==> src/rtl/logic_op_pipe.sv <==
// rtl/logic_op_pipe.sv - two-stage pipelined bitwise logic unit with accumulator and result counter
//
// Purpose: WIDTH-bit bitwise logic unit. Operand beats enter through a
// valid/ready handshake, are captured in stage S1, evaluated into stage S2
// and leave through a valid/ready handshake with backpressure.
//
// Ports:
//   clk        rising-edge clock
//   reset      synchronous active-high reset
//   in_valid   operand beat valid
//   in_ready   block can accept an operand beat (combinational, depends on out_ready)
//   a, b       WIDTH-bit operands
//   op         3-bit operation select, sampled with a and b
//   acc_clr    synchronous clear of the internal accumulator
//   out_valid  result valid
//   out_ready  downstream accepts the result
//   y          WIDTH-bit result
//   y_parity   XOR-reduction of y, registered with y
//   y_zero     1 when y == 0, registered with y
//   op_count   number of results consumed, wraps modulo 2^CNT_W
module logic_op_pipe #(
  parameter int WIDTH = 8,
  parameter int CNT_W = 16
) (
  input  logic             clk,
  input  logic             reset,
  input  logic             in_valid,
  output logic             in_ready,
  input  logic [WIDTH-1:0] a,
  input  logic [WIDTH-1:0] b,
  input  logic [2:0]       op,
  input  logic             acc_clr,
  output logic             out_valid,
  input  logic             out_ready,
  output logic [WIDTH-1:0] y,
  output logic             y_parity,
  output logic             y_zero,
  output logic [CNT_W-1:0] op_count
);

  localparam logic [2:0] OP_AND  = 3'd0;
  localparam logic [2:0] OP_OR   = 3'd1;
  localparam logic [2:0] OP_NAND = 3'd2;
  localparam logic [2:0] OP_NOR  = 3'd3;
  localparam logic [2:0] OP_XOR  = 3'd4;
  localparam logic [2:0] OP_XNOR = 3'd5;
  localparam logic [2:0] OP_CMPD = 3'd6;
  localparam logic [2:0] OP_ACC  = 3'd7;

  // Stage S1
  logic             r_s1_valid;
  logic [WIDTH-1:0] r_s1_a;
  logic [WIDTH-1:0] r_s1_b;
  logic [2:0]       r_s1_op;

  // Stage S2
  logic             r_out_valid;
  logic [WIDTH-1:0] r_y;
  logic             r_y_parity;
  logic             r_y_zero;

  logic [WIDTH-1:0] r_acc;
  logic [CNT_W-1:0] r_op_count;

  logic             w_s2_free;
  logic             w_move;
  logic             w_in_xfer;
  logic             w_out_xfer;
  logic [WIDTH-1:0] w_acc_base;
  logic [WIDTH-1:0] w_acc_next;
  logic [WIDTH-1:0] w_result;

  assign w_s2_free  = !r_out_valid || out_ready;
  assign w_move     = r_s1_valid && w_s2_free;
  assign in_ready   = !reset && (!r_s1_valid || w_s2_free);
  assign w_in_xfer  = in_valid && in_ready;
  assign w_out_xfer = r_out_valid && out_ready;

  // A clear coinciding with an ACC move takes effect before the fold-in.
  assign w_acc_base = acc_clr ? '0 : r_acc;
  assign w_acc_next = w_acc_base ^ r_s1_a ^ r_s1_b;

  always_comb begin
    w_result = '0;
    case (r_s1_op)
      OP_AND:  w_result = r_s1_a & r_s1_b;
      OP_OR:   w_result = r_s1_a | r_s1_b;
      OP_NAND: w_result = ~(r_s1_a & r_s1_b);
      OP_NOR:  w_result = ~(r_s1_a | r_s1_b);
      OP_XOR:  w_result = r_s1_a ^ r_s1_b;
      OP_XNOR: w_result = ~(r_s1_a ^ r_s1_b);
      // Compound gate kept in its original form; it reduces to all ones.
      OP_CMPD: w_result = ~((r_s1_a ^ r_s1_b) & ~(~r_s1_a | ~r_s1_b));
      OP_ACC:  w_result = w_acc_next;
      default: w_result = '0;
    endcase
  end

  always_ff @(posedge clk) begin
    if (reset) begin
      r_s1_valid <= 1'b0;
      r_s1_a     <= '0;
      r_s1_b     <= '0;
      r_s1_op    <= '0;
    end else if (w_in_xfer) begin
      r_s1_valid <= 1'b1;
      r_s1_a     <= a;
      r_s1_b     <= b;
      r_s1_op    <= op;
    end else if (w_move) begin
      r_s1_valid <= 1'b0;
    end
  end

  always_ff @(posedge clk) begin
    if (reset) begin
      r_out_valid <= 1'b0;
      r_y         <= '0;
      r_y_parity  <= 1'b0;
      r_y_zero    <= 1'b1;
    end else if (w_move) begin
      r_out_valid <= 1'b1;
      r_y         <= w_result;
      r_y_parity  <= ^w_result;
      r_y_zero    <= (w_result == '0);
    end else if (w_out_xfer) begin
      r_out_valid <= 1'b0;
    end
  end

  always_ff @(posedge clk) begin
    if (reset) begin
      r_acc <= '0;
    end else if (w_move && (r_s1_op == OP_ACC)) begin
      r_acc <= w_acc_next;
    end else if (acc_clr) begin
      r_acc <= '0;
    end
  end

  always_ff @(posedge clk) begin
    if (reset) begin
      r_op_count <= '0;
    end else if (w_out_xfer) begin
      r_op_count <= r_op_count + CNT_W'(1);
    end
  end

  assign out_valid = r_out_valid;
  assign y         = r_y;
  assign y_parity  = r_y_parity;
  assign y_zero    = r_y_zero;
  assign op_count  = r_op_count;

endmodule

==> config.mk <==
export PLATFORM = sky130hd
export DESIGN_NAME = logic_op_pipe
export DESIGN_NICKNAME = d
export VERILOG_FILES = /design/src/rtl/logic_op_pipe.sv
export SDC_FILE = /design/constraint.sdc
export NUM_CORES = 1
export LEC_CHECK = 0
export ABC_CLOCK_PERIOD_IN_PS = 2800
export CAP_MARGIN = 10
export CORE_MARGIN = 2
export CORE_UTILIZATION = 49
export CTS_BUF_LIST = sky130_fd_sc_hd__clkbuf_4
export CTS_CLUSTER_SIZE = 12
export DETAILED_ROUTE_END_ITERATION = 7
export PLACE_DENSITY = 0.77
export SYNTH_ARGS = -nofsm -noshare
export SYNTH_HDL_FRONTEND = slang
export SYNTH_SLANG_ARGS = --single-unit
==> constraint.sdc <==
create_clock -name clk -period 2.8 [get_ports clk]
set_clock_uncertainty 0.2 [all_clocks]
set_input_delay 0.7 -clock clk [delete_from_list [all_inputs] [get_ports clk]]
set_output_delay 0.7 -clock clk [all_outputs]
set_load 0.02 [all_outputs]
* Yosys cells after proc, flatten, opt, wreduce, memory -nomap -nowiden
Cells that the tools add are included.
Storage, ports and cells: register bits 55, bits of input ports 24, output and inout bits 28, word-level logic and storage cells 54
Cells by class: add/sub/neg operators 1, equality and inequality tests 7, mux-type cells 7, bitwise gates (word level) 14, reductions and logical operators 15
Operators with widths (number):
- $pmux 8 s8 | 1
- $not 8->8 | 7
- $xor 8x8->8 | 3
- $add 16x1->16 const B | 1
- $and 8x8->8 | 2
- $mux 8 | 2
- $or 8x8->8 | 2
- $eq 3x3->1 const B | 4
- $logic_not 8->1 | 1
- $reduce_xor 8->1 | 1
- $eq 3x2->1 const B | 2
- $logic_and 1x1->1 | 5
- $mux 1 | 4
- $reduce_bool 2->1 | 2
- $eq 3x1->1 const B | 1
- $logic_not 1->1 | 3
- $logic_not 3->1 | 1
- $logic_or 1x1->1 | 2

* Longest topological paths before layout
Gate-level depths: netlist (run 1).
depth in word-level cells 7, gate-level depth with buffers 11, gate-level depth less buffers 11

* Worst setup path before layout (run 1)
OpenSTA, ideal clock, no wires.
kind input port to output port, start point input port reset, end point output port in_ready, data arrival time 1447 ps, data required time 1900 ps, path slack 453 ps, stages 3, path buffers 2, cells stage by stage clkbuf_1 -> clkbuf_1 -> a21oi_1
Between the ends: word-level cells in the longest chain between the ends 2
RTL lines:
- start, declared | line 26 | input logic reset,
- $logic_not 1->1 | line 75 | assign in_ready = !reset && (!r_s1_valid || w_s2_free);
- $logic_and 1x1->1 | line 75
- end, declared | line 28 | output logic in_ready,
No other way between the ends.

* Worst setup path in the final report (run 1)
start point input port out_ready, end point output port in_ready
Between the ends: word-level cells in the longest chain between the ends 3
RTL lines:
- start, declared | line 34 | input logic out_ready,
- $logic_or 1x1->1 | line 73 | assign w_s2_free = !r_out_valid || out_ready;
- $logic_or 1x1->1 | line 75
- $logic_and 1x1->1 | line 75
No other way between the ends.

==> results of run 1 <==
[kinds of logic after synthesis]
| logic type | Yosys count | synth area share, % |
|---|---|---|
| multiplexers | 2 | 0.766 |
| AO/OA/AOI/OAI | 79 | 15.0 |
| AND/OR/NAND/NOR | 161 | 27.2 |
| flip-flops | 55 | 32.1 |
| XOR/XNOR | 38 | 9.71 |
| adder cells (fa/ha/maj) | 21 | 7.66 |
| buffers and inverters | 63 | 7.55 |
[worst max path at each step]
stage	depth (start not counted)	end	from	slack (ns)
final	4	in_ready	out_ready	0.17
after CTS	4	in_ready	out_ready	0.16
after global routing	10	y_parity$_SDFFE_PP0P_	acc_clr	0.05
after floorplan	3	in_ready	reset	0.45
after global placement	10	y_parity$_SDFFE_PP0P_	acc_clr	-0.14
after detailed placement	10	y_parity$_SDFFE_PP0P_	acc_clr	-0.22
[state kept, by name, indices dropped and copies added, names as in the netlist]
name and flops:
op_count 16, r_acc 8, r_s1_a 8, r_s1_b 8
y 8, r_s1_op 3, out_valid 1, r_s1_valid 1
y_parity 1, y_zero 1
[where the power goes]
group	internal (mW)	switching (mW)
logic	0.246	0.246
registers	0.817	0.0353
clock network	0.193	0.277
[layout by cell type (no fill, tap or decap), types with 15 or more instances in the layout]
cell type and n:
clkdlybuf4s50_1 50, buf_4 26, nand3_1 34, a21oi_1 16
xnor2_1 23, inv_1 39, ha_1 21, xor2_1 15
nand2_1 18, nor2b_1 19, nor2_1 30, dfxtp_1 55
o21ai_0 37
[critical path: stages]
cell and delay (ns):
clkdlybuf4s50_1 0.48, nor2b_1 0.06, a21oi_1 0.14, dlygate4sd2_1 0.35
[layer usage]
metal  part of all wire, %  vias to the layer above  GRT usage, %
met3                   4.9                        5          2.83
met2                    46                       73          33.0
li1                      -                     1570             -
met4                  0.69                        0          5.87
met5                     0                        -             0
met1                    48                     1348          26.6
[layout make-up]
class / instances / area [um2]
Timing Repair Buffer: 79 / 744
Sequential cell: 55 / 1100
Tap cell: 96 / 120
Clock inverter: 3 / 47.5
Fill cell: 584 / 2520
Multi-Input combinational cell: 301 / 2070
Inverter: 40 / 150
Clock buffer: 5 / 37.5
==> impl_results.md, run 1 <==
- Flops & latches, synth: 55
- Final hold viol count: 0
- Dpl cell area: 4190 um2
- Syn Area/Cell: 8.18 um2
- Pwr dens: 425 nW/um2
- Ports: 52
- Initial Utilization: 50.5%
- Total gr overflow: 0
- Vias/cell: 5.17
- FF-to-FF setup slack: 0.21 ns
- Req. time, crit path: 1.90 ns
- Cell Rows: 30
- Post-layout min period: 2.63 ns
- Vias in the first global route: 2700
- Htree depth: 2
- Synth async-reset ratio: 0%
- Core area: 6790 um2
- Status: finished, final reports clean
- Area Overhead vs Synth: 24.5%
- CTS tree: built
- Synth area leader: dfxtp_1
- Cell area after layout: 4270 um2
- Synth top cells by count: dfxtp_1, inv_1, o21ai_0, nand3_1, nor2_1
- Drt total wl: 7.39 mm
- First-pass GRT wire length: 12.2 mm
- Design Power: 1.81 mW
- Max Freq: 0.380 GHz
- Min-Delay Path Depth: 2
- R2R Path End: y_parity$_SDFFE_PP0P_
- Area contributors post-synth: dfxtp_1, ha_1, xnor2_1, o21ai_0, nand3_1
- DIE AREA: 7680 um2
- TNS Setup: 0 ns
- Post-Syn Instances: 419
- CTS buffer count: 5
- Max Cap Viol: 0
- Worst setup SP type: input port
- Max Root-Sink Buffers: 2
- Pre-CTS setup slack: -0.225 ns
- Final Max Slew Viols: 0
- Leak: 1.67 nW
- I/O Buffers: 51
- Hold_ws: 0.302 ns
- # DRC: 0
- Synth Warn #: 0
- Initial antenna violation count: 0
- Seq/Total Area, Yosys: 32.1%
- Setup Viol. Count Final: 0
- Worst vdd rail ir drop: 254 uV
- Post-synth top flop: dfxtp_1
- Slew HR: 64.3%
- DRT antenna net count: 0
- Root Driver: clkbuf_4
- CP Capture Type: primary output
- Clk pin slew, worst setup/hold paths: 0.17 ns
- Final period utilization: 94.0%
- # nets final: 527
- RSZ-0062 raised after global routing: false
- Post-Syn Area: 3430 um2
- Drt wl/cell: 12.8 um
- DP Wirelength: 5.60 mm
- Critical path fanouts, max: 2
- Via count: 2996
- Hold crit path type: flop to flop
- Drt pass-1 iters: 4
- PostCTS Resize Cnt: 1
- Hold_sp: y_zero$_SDFFE_PP1P_
- Largest net degree at the start of global routing: 53
- Die Wd: 87.6 um
- Origin of the critical flop-to-flop path: r_s1_a[4]$_SDFFE_PP0P_
- Post-synth EDFFs: 0
- GRT Util Overall: 19.8%
- Yosys cell types: 40
- CP arrival: 1.73 ns
- Worst Setup Path Type: input port to primary output
- Num Clock Sinks: 55
- Syn Nets: 464
- R2R depth: 11
- Setup Fix Bufs, Post-CTS: 0
- Final worst slack: 0.169 ns
- Synth top area share: 32.1%
- Initial DRC count: 169
- Layout cells sized above 1: 8.90%
- Slew @ Worst Pin: 0.534 ns
- Placed insts: 571
- Post-Route Utilization: 62.8%
- Clk Latency, worst-skew pair: 0.39 ns
- Post-Layout Cell Count: 579
- Cell with the most instances after synthesis: dfxtp_1
- Diodes inserted: 0
- Die H: 87.6 um
- Hold buffers post-CTS: 0
- WHS Endpoint: y_zero$_SDFFE_PP1P_
- RD Place Congestion: 0.807
Power figures use the tool's default switching activity.
==> inputs of run 2 (changes only) <==
--- a/config.mk
+++ b/config.mk
@@ -5,14 +5,15 @@
 export SDC_FILE = /design/constraint.sdc
 export NUM_CORES = 1
 export LEC_CHECK = 0
-export ABC_CLOCK_PERIOD_IN_PS = 2800
-export CAP_MARGIN = 10
+export ABC_CLOCK_PERIOD_IN_PS = 3400
+export CAP_MARGIN = 20
 export CORE_MARGIN = 2
 export CORE_UTILIZATION = 49
 export CTS_BUF_LIST = sky130_fd_sc_hd__clkbuf_4
 export CTS_CLUSTER_SIZE = 12
 export DETAILED_ROUTE_END_ITERATION = 7
 export PLACE_DENSITY = 0.77
+export REMOVE_ABC_BUFFERS = 1
 export SYNTH_ARGS = -nofsm -noshare
 export SYNTH_HDL_FRONTEND = slang
 export SYNTH_SLANG_ARGS = --single-unit
==> constraint.sdc (replaced) <==
create_clock -name clk -period 3.4 [get_ports clk]
set_clock_uncertainty 0.2 [all_clocks]
set_input_delay 0.85 -clock clk [delete_from_list [all_inputs] [get_ports clk]]
set_output_delay 0.85 -clock clk [all_outputs]
set_load 0.02 [all_outputs]
==> run 2 against run 1 <==
  * Via count up 2.1%
  * Sequential power down 18%
  * Final cell count down 3.1%
  * Count of clock-buffer cells in the layout unchanged
  * Register-to-register slack better by 0.64 ns
  * Worst hold slack better by 0.013 ns
  * Non-clock buffer count down 18
  * Setup slack worse by 0.094 ns
  * Utilization down 2.2 points
  * Combinational power down 23%
  * Critical endpoint unchanged
==> impl_results.md, run 2 (synthesis gave the netlist of run 1 again) <==
- Status: finished, final reports clean
- # DRC: 0 (unchanged)
- Drt pass-1 iters: 4 (unchanged)
- Post-layout min period: 3.33 ns
- Setup Viol. Count Final: 0 (unchanged)
- Largest net degree at the start of global routing: 53 (unchanged)
- Origin of the critical flop-to-flop path: r_s1_op[2]$_SDFFE_PP0P_
- Via count: 3059 (+2.1%)
- Diodes inserted: 0 (unchanged)
- # nets final: 509 (-3.4%)
- CTS buffer count: 5 (unchanged)
- Area Overhead vs Synth: 20.1%
- Critical path fanouts, max: 2 (unchanged)
- FF-to-FF setup slack: 0.85 ns (+0.64 ns)
- DRT antenna net count: 0 (unchanged)
- CP arrival: 2.28 ns (+0.55 ns)
- TNS Setup: 0 ns (unchanged)
- Clk pin slew, worst setup/hold paths: 0.17 ns (about the same)
- Initial antenna violation count: 0 (unchanged)
- Req. time, crit path: 2.35 ns (+0.45 ns)
- Initial DRC count: 178 (+5.3%)
- DIE AREA: 7680 um2 (unchanged)
- Cell Rows: 30 (unchanged)
- Commonest non-fill, non-tap cell in the layout: dfxtp_1
- DP Wirelength: 5.56 mm (-0.76%)
- Root Driver: clkbuf_4
- RD Place Congestion: 0.809 (+0.27%)
- Most frequent cells in the layout: dfxtp_1, clkdlybuf4s50_1, inv_1
- Drt total wl: 7.70 mm (+4.3%)
- Leak: 1.59 nW (-5.2%)
- R2R Path End: y_parity$_SDFFE_PP0P_
- Initial Utilization: 50.5% (unchanged)
- Setup Fix Bufs, Post-CTS: 0 (unchanged)
- GRT Util Overall: 21.4% (+1.6 points)
- R2R depth: 10 (-1)
- First-pass GRT wire length: 13.3 mm (+9.0%)
- Max stage delay on crit path: 0.65 ns (+0.17 ns)
- Die Wd: 87.6 um (unchanged)
- Max Freq: 0.301 GHz
- Drt wl/cell: 13.7 um (+7.6%)
- Layout cells sized above 1: 5.38% (-3.5 points)
- Crit-path most repeated cell: clkdlybuf4s50_1
- Htree depth: 2 (unchanged)
- PostCTS Resize Cnt: 0 (-1)
- Worst vdd rail ir drop: 234 uV (-7.9%)
- Worst Setup Path Type: input port to primary output
- Num Clock Sinks: 55 (unchanged)
- Max Cap Viol: 0 (unchanged)
- CTS tree: built
- Clk Latency, worst-skew pair: 0.38 ns (about the same)
- Core area: 6790 um2 (unchanged)
- Ports: 52 (unchanged)
- Critical-path top delay cell: clkdlybuf4s50_1
- CP Capture Type: primary output
- Final Max Slew Viols: 0 (unchanged)
- Vias in the first global route: 3042 (+13%)
- Hold crit path type: flop to flop
- Worst setup SP type: input port
- Max reg flops: 16 (unchanged)
- Die H: 87.6 um (unchanged)
- Slew HR: 56.4% (-7.9 points)
- Total gr overflow: 0 (unchanged)
- Post-Route Utilization: 60.6% (-2.2 points)
- Crit-path cells: clkdlybuf4s50_1 -> nor2b_1 -> a21oi_1 -> clkdlybuf4s50_1
- Hold_ws: 0.315 ns (+0.0133 ns)
- Final period utilization: 97.8%
- Hold buffers post-CTS: 0 (unchanged)
- RSZ-0062 raised after global routing: false
- Vias/cell: 5.45 (+5.4%)
- Max Root-Sink Buffers: 2 (unchanged)
- Final hold viol count: 0 (unchanged)
- Pwr dens: 353 nW/um2 (-17%)
- Worst setup path endpoint: in_ready
- Slew @ Worst Pin: 0.652 ns (+0.118 ns)
- I/O Buffers: 51 (unchanged)
- Crit path from: out_ready
==> run 2: changes by cell type in the layout (fill, tap and decap cells not counted), sizes merged <==
cell / change
clkdlybuf4s50: +1
dlygate4sd2: -1
inv: -1
buf: -18
clkinv: +1
==> run 2: how the worst min path moves through the flow <==
stage                               from                   endpoint  slack [ns]  cells after the start
6_report       op_count[10]$_SDFFE_PP0P_  op_count[10]$_SDFFE_PP0P_        0.31                      2
3_5_place_dp   op_count[10]$_SDFFE_PP0P_  op_count[10]$_SDFFE_PP0P_        0.30                      2
4_1_cts        op_count[10]$_SDFFE_PP0P_  op_count[10]$_SDFFE_PP0P_        0.32                      2
2_1_floorplan     r_s1_b[0]$_SDFFE_PP0P_     r_s1_b[0]$_SDFFE_PP0P_        0.30                      2
3_3_place_gp   op_count[10]$_SDFFE_PP0P_  op_count[10]$_SDFFE_PP0P_        0.28                      2
5_1_grt              y_zero$_SDFFE_PP1P_        y_zero$_SDFFE_PP1P_        0.35                      2
==> run 2: cell type report <==
cell class | instances | area, um2
Tap cell | 96 | 120
Clock buffer | 5 | 37.5
Inverter | 40 | 150
Fill cell | 620 | 2680
Clock inverter | 3 | 43.8
Sequential cell | 55 | 1100
Timing Repair Buffer | 61 | 598
Multi-Input combinational cell | 301 | 2070
==> run 2: through the flow <==
| step | power (mW) | instances | worst slack, ns | area, um2 |
|---|---|---|---|---|
| 6_report | 1.46 | 561 | 0.0749 | 4120 |
| 5_1_grt | 1.54 | 561 | 0.0363 | 4120 |
| 4_1_cts | 1.47 | 561 | 0.0509 | 4120 |
| 3_5_place_dp | 1.10 | 553 | 0.0697 | 4040 |
| 3_3_place_gp | 1.08 | 553 | 0.0460 | 4040 |
| 2_1_floorplan | 0.959 | 396 | 0.719 | 3320 |
==> run 2: report_power, final <==
part	internal (mW)	switching (mW)	leakage, nW	total, mW
combinational	0.182	0.198	1.09	0.381
clock	0.155	0.217	0.0452	0.373
sequential	0.673	0.0289	0.449	0.702
==> run 2: per-layer routing <==
layer  share of wire, %  vias up  global-route usage, %  routed length [um]
met2                 50       79                   38.7                3890
li1                   -     1537                      -                   -
met4               0.56        0                   5.17                  43
met5                  0        -                      0                   0
met1                 44     1439                   26.3                3410
met3                4.7        4                   3.77                 362
==> run 2: critical path: cells and delay by family <==
family / cells / cell delay, ns
buffers and inverters: 2 / 1.13
AOI/OAI and AO/OA: 1 / 0.24
and+or+nand+nor: 1 / 0.06
==> inputs of run 3 (changes only) <==
--- a/config.mk
+++ b/config.mk
@@ -8,11 +8,11 @@
 export ABC_CLOCK_PERIOD_IN_PS = 3400
 export CAP_MARGIN = 20
 export CORE_MARGIN = 2
-export CORE_UTILIZATION = 49
+export CORE_UTILIZATION = 53
 export CTS_BUF_LIST = sky130_fd_sc_hd__clkbuf_4
 export CTS_CLUSTER_SIZE = 12
 export DETAILED_ROUTE_END_ITERATION = 7
-export PLACE_DENSITY = 0.77
+export PLACE_DENSITY = 0.83
 export REMOVE_ABC_BUFFERS = 1
 export SYNTH_ARGS = -nofsm -noshare
 export SYNTH_HDL_FRONTEND = slang
==> run 3 against run 2 <==
  * Count of clock-buffer cells in the layout unchanged
  * Cell area down 1.0%
  * Critical path depth unchanged
  * Via count up 1.5%
  * Sequential share of layout area up 0.27 points
  * Clock power down 15%
  * Sequential power about the same
==> impl_results.md, run 3 (synthesis gave the netlist of run 1 again) <==
- I/O Buffers: 51 (unchanged)
- Cell area after layout: 4080 um2 (-1.0%)
- First-pass GRT wire length: 13.6 mm (+2.2%)
- Die H: 84.4 um (-3.7%)
- Largest net degree at the start of global routing: 53 (unchanged)
- Origin of the critical flop-to-flop path: r_s1_op[0]$_SDFFE_PP0P_
- Worst setup SP type: input port
- Vias in the first global route: 3069 (+0.89%)
- # nets final: 510 (+0.20%)
- Critical path fanouts, max: 2 (unchanged)
- Crit path from: out_ready
- FILL cells: 572 (-7.7%)
- Setup Viol. Count Final: 0 (unchanged)
- Pwr dens: 344 nW/um2 (-2.6%)
- Hold buffers post-CTS: 0 (unchanged)
- Final Max Slew Viols: 0 (unchanged)
- Max Root-Sink Buffers: 2 (unchanged)
- Drt wl/cell: 14.9 um (+8.2%)
- # DRC: 0 (unchanged)
- Drt pass-1 iters: 5 (+1)
- Ports: 52 (unchanged)
- CTS buffer count: 5 (unchanged)
- Clk Latency, worst-skew pair: 0.39 ns (about the same)
- CP Capture Type: primary output
- Cell Rows: 29 (-3.3%)
- Max reg flops: 16 (unchanged)
- Setup Fix Bufs, Post-CTS: 0 (unchanged)
- Final hold viol count: 0 (unchanged)
- Root Driver: clkbuf_4
- Vias/cell: 5.72 (+4.9%)
- Htree depth: 2 (unchanged)
- Max Cap Viol: 0 (unchanged)
- Post-layout min period: 2.94 ns (-0.389 ns)
- Leak: 1.59 nW (+0.21%)
- Worst vdd rail ir drop: 208 uV (-11%)
- Drt total wl: 8.07 mm (+4.7%)
- Most frequent cells in the layout: dfxtp_1, clkdlybuf4s50_1, inv_1
- Via count: 3106 (+1.5%)
- Status: finished, final reports clean
- Final period utilization: 86.4% (-11 points)
- Area of the multi-input gates: 2070 um2 (unchanged)
- Area Overhead vs Synth: 18.9%
- DRT antenna net count: 0 (unchanged)
- RSZ-0062 raised after global routing: false
- Req. time, crit path: 2.35 ns (about the same)
- Initial Utilization: 54.3% (+3.8 points)
- Slew @ Worst Pin: 0.661 ns (+0.00867 ns)
- Commonest non-fill, non-tap cell in the layout: dfxtp_1
- TNS Setup: 0 ns (unchanged)
- Max Freq: 0.341 GHz (+13%)
- Layout cells sized above 1: 5.58% (+0.20 points)
- Worst setup path endpoint: in_ready
- Clk pin slew, worst setup/hold paths: 0.17 ns (about the same)
- DIE AREA: 7130 um2 (-7.2%)
- Num Clock Sinks: 55 (unchanged)
- Worst Setup Path Type: input port to primary output
- Initial antenna violation count: 0 (unchanged)
- FF-to-FF setup slack: 0.70 ns (-0.15 ns)
- DP Wirelength: 5.74 mm (+3.3%)
- Sequential cell area: 1100 um2 (unchanged)
- GRT Util Overall: 23.3% (+1.9 points)
- CTS tree: built
- Total gr overflow: 0 (unchanged)
- CP arrival: 1.89 ns (-0.39 ns)
- R2R Path End: y_parity$_SDFFE_PP0P_
- Core area: 6310 um2 (-7.1%)
- Dpl cell area: 4010 um2 (-0.71%)
- Slew HR: 55.8% (-0.58 points)
- Die Wd: 84.4 um (-3.7%)
- Hold crit path type: flop to flop
- Initial DRC count: 123 (-31%)
- RD Place Congestion: 0.810 (about the same)
- R2R depth: 10 (unchanged)
- Diodes inserted: 0 (unchanged)
## run 3: worst min-delay path by stage
stage,startpoint,to,slack (ns),cells past startpoint
floorplan,r_s1_b[0]$_SDFFE_PP0P_,r_s1_b[0]$_SDFFE_PP0P_,0.30,2
global placement,op_count[10]$_SDFFE_PP0P_,op_count[10]$_SDFFE_PP0P_,0.28,2
detailed placement,op_count[1]$_SDFFE_PP0P_,op_count[1]$_SDFFE_PP0P_,0.30,2
CTS,op_count[1]$_SDFFE_PP0P_,op_count[1]$_SDFFE_PP0P_,0.32,2
global route,op_count[10]$_SDFFE_PP0P_,op_count[10]$_SDFFE_PP0P_,0.36,2
finish,op_count[10]$_SDFFE_PP0P_,op_count[10]$_SDFFE_PP0P_,0.32,2
## run 3: power by group
part           internal [mW]  switching, mW  total [mW]  leakage, nW
Combinational          0.181          0.201       0.382         1.10
Sequential             0.673         0.0300       0.703        0.449
Clock                 0.0890          0.229       0.318       0.0373
Total                  0.943          0.460        1.40         1.59
## run 3: routing by layer
metal	routed length [um]	up-vias	track usage, %
met1	3440	1459	27.3
met5	0	-	0
li1	-	1533	-
met2	3990	93	40.6
met3	417	21	5.01
met4	216	0	11.1
## run 3: through the flow
step	hold slack, ns	power, mW	setup WS [ns]	util, %	std cells
after global placement	0.279	1.08	0.0590	63.5	535
after global routing	0.363	1.49	0.388	64.6	543
after CTS	0.321	1.41	0.0467	64.5	543
after detailed placement	0.300	1.09	0.0669	63.5	535
final	0.319	1.40	0.464	64.6	543
after floorplan	0.295	0.959	0.719	-	396
## run 3: area by class of cell
type	instances	area share [%]
flip-flops and latches	55	27.0
clock inverters	3	0.706
repair buffers	62	14.6
clock buffers	5	0.921
well taps	77	2.36
inverters	40	3.68
multi-input cells	301	50.7
## run 3: repair_timing
action                                  in CTS  in global routing
resized for setup                            0                  1
endpoints found under the setup margin       0                  1
hold endpoints to repair                     0                  0
## run 3: worst max-delay path, stage by stage
cell	delay [ns]
clkdlybuf4s50_1	0.48
nor2b_1	0.06
a21oi_1	0.24
dlymetal6s2s_1	0.26
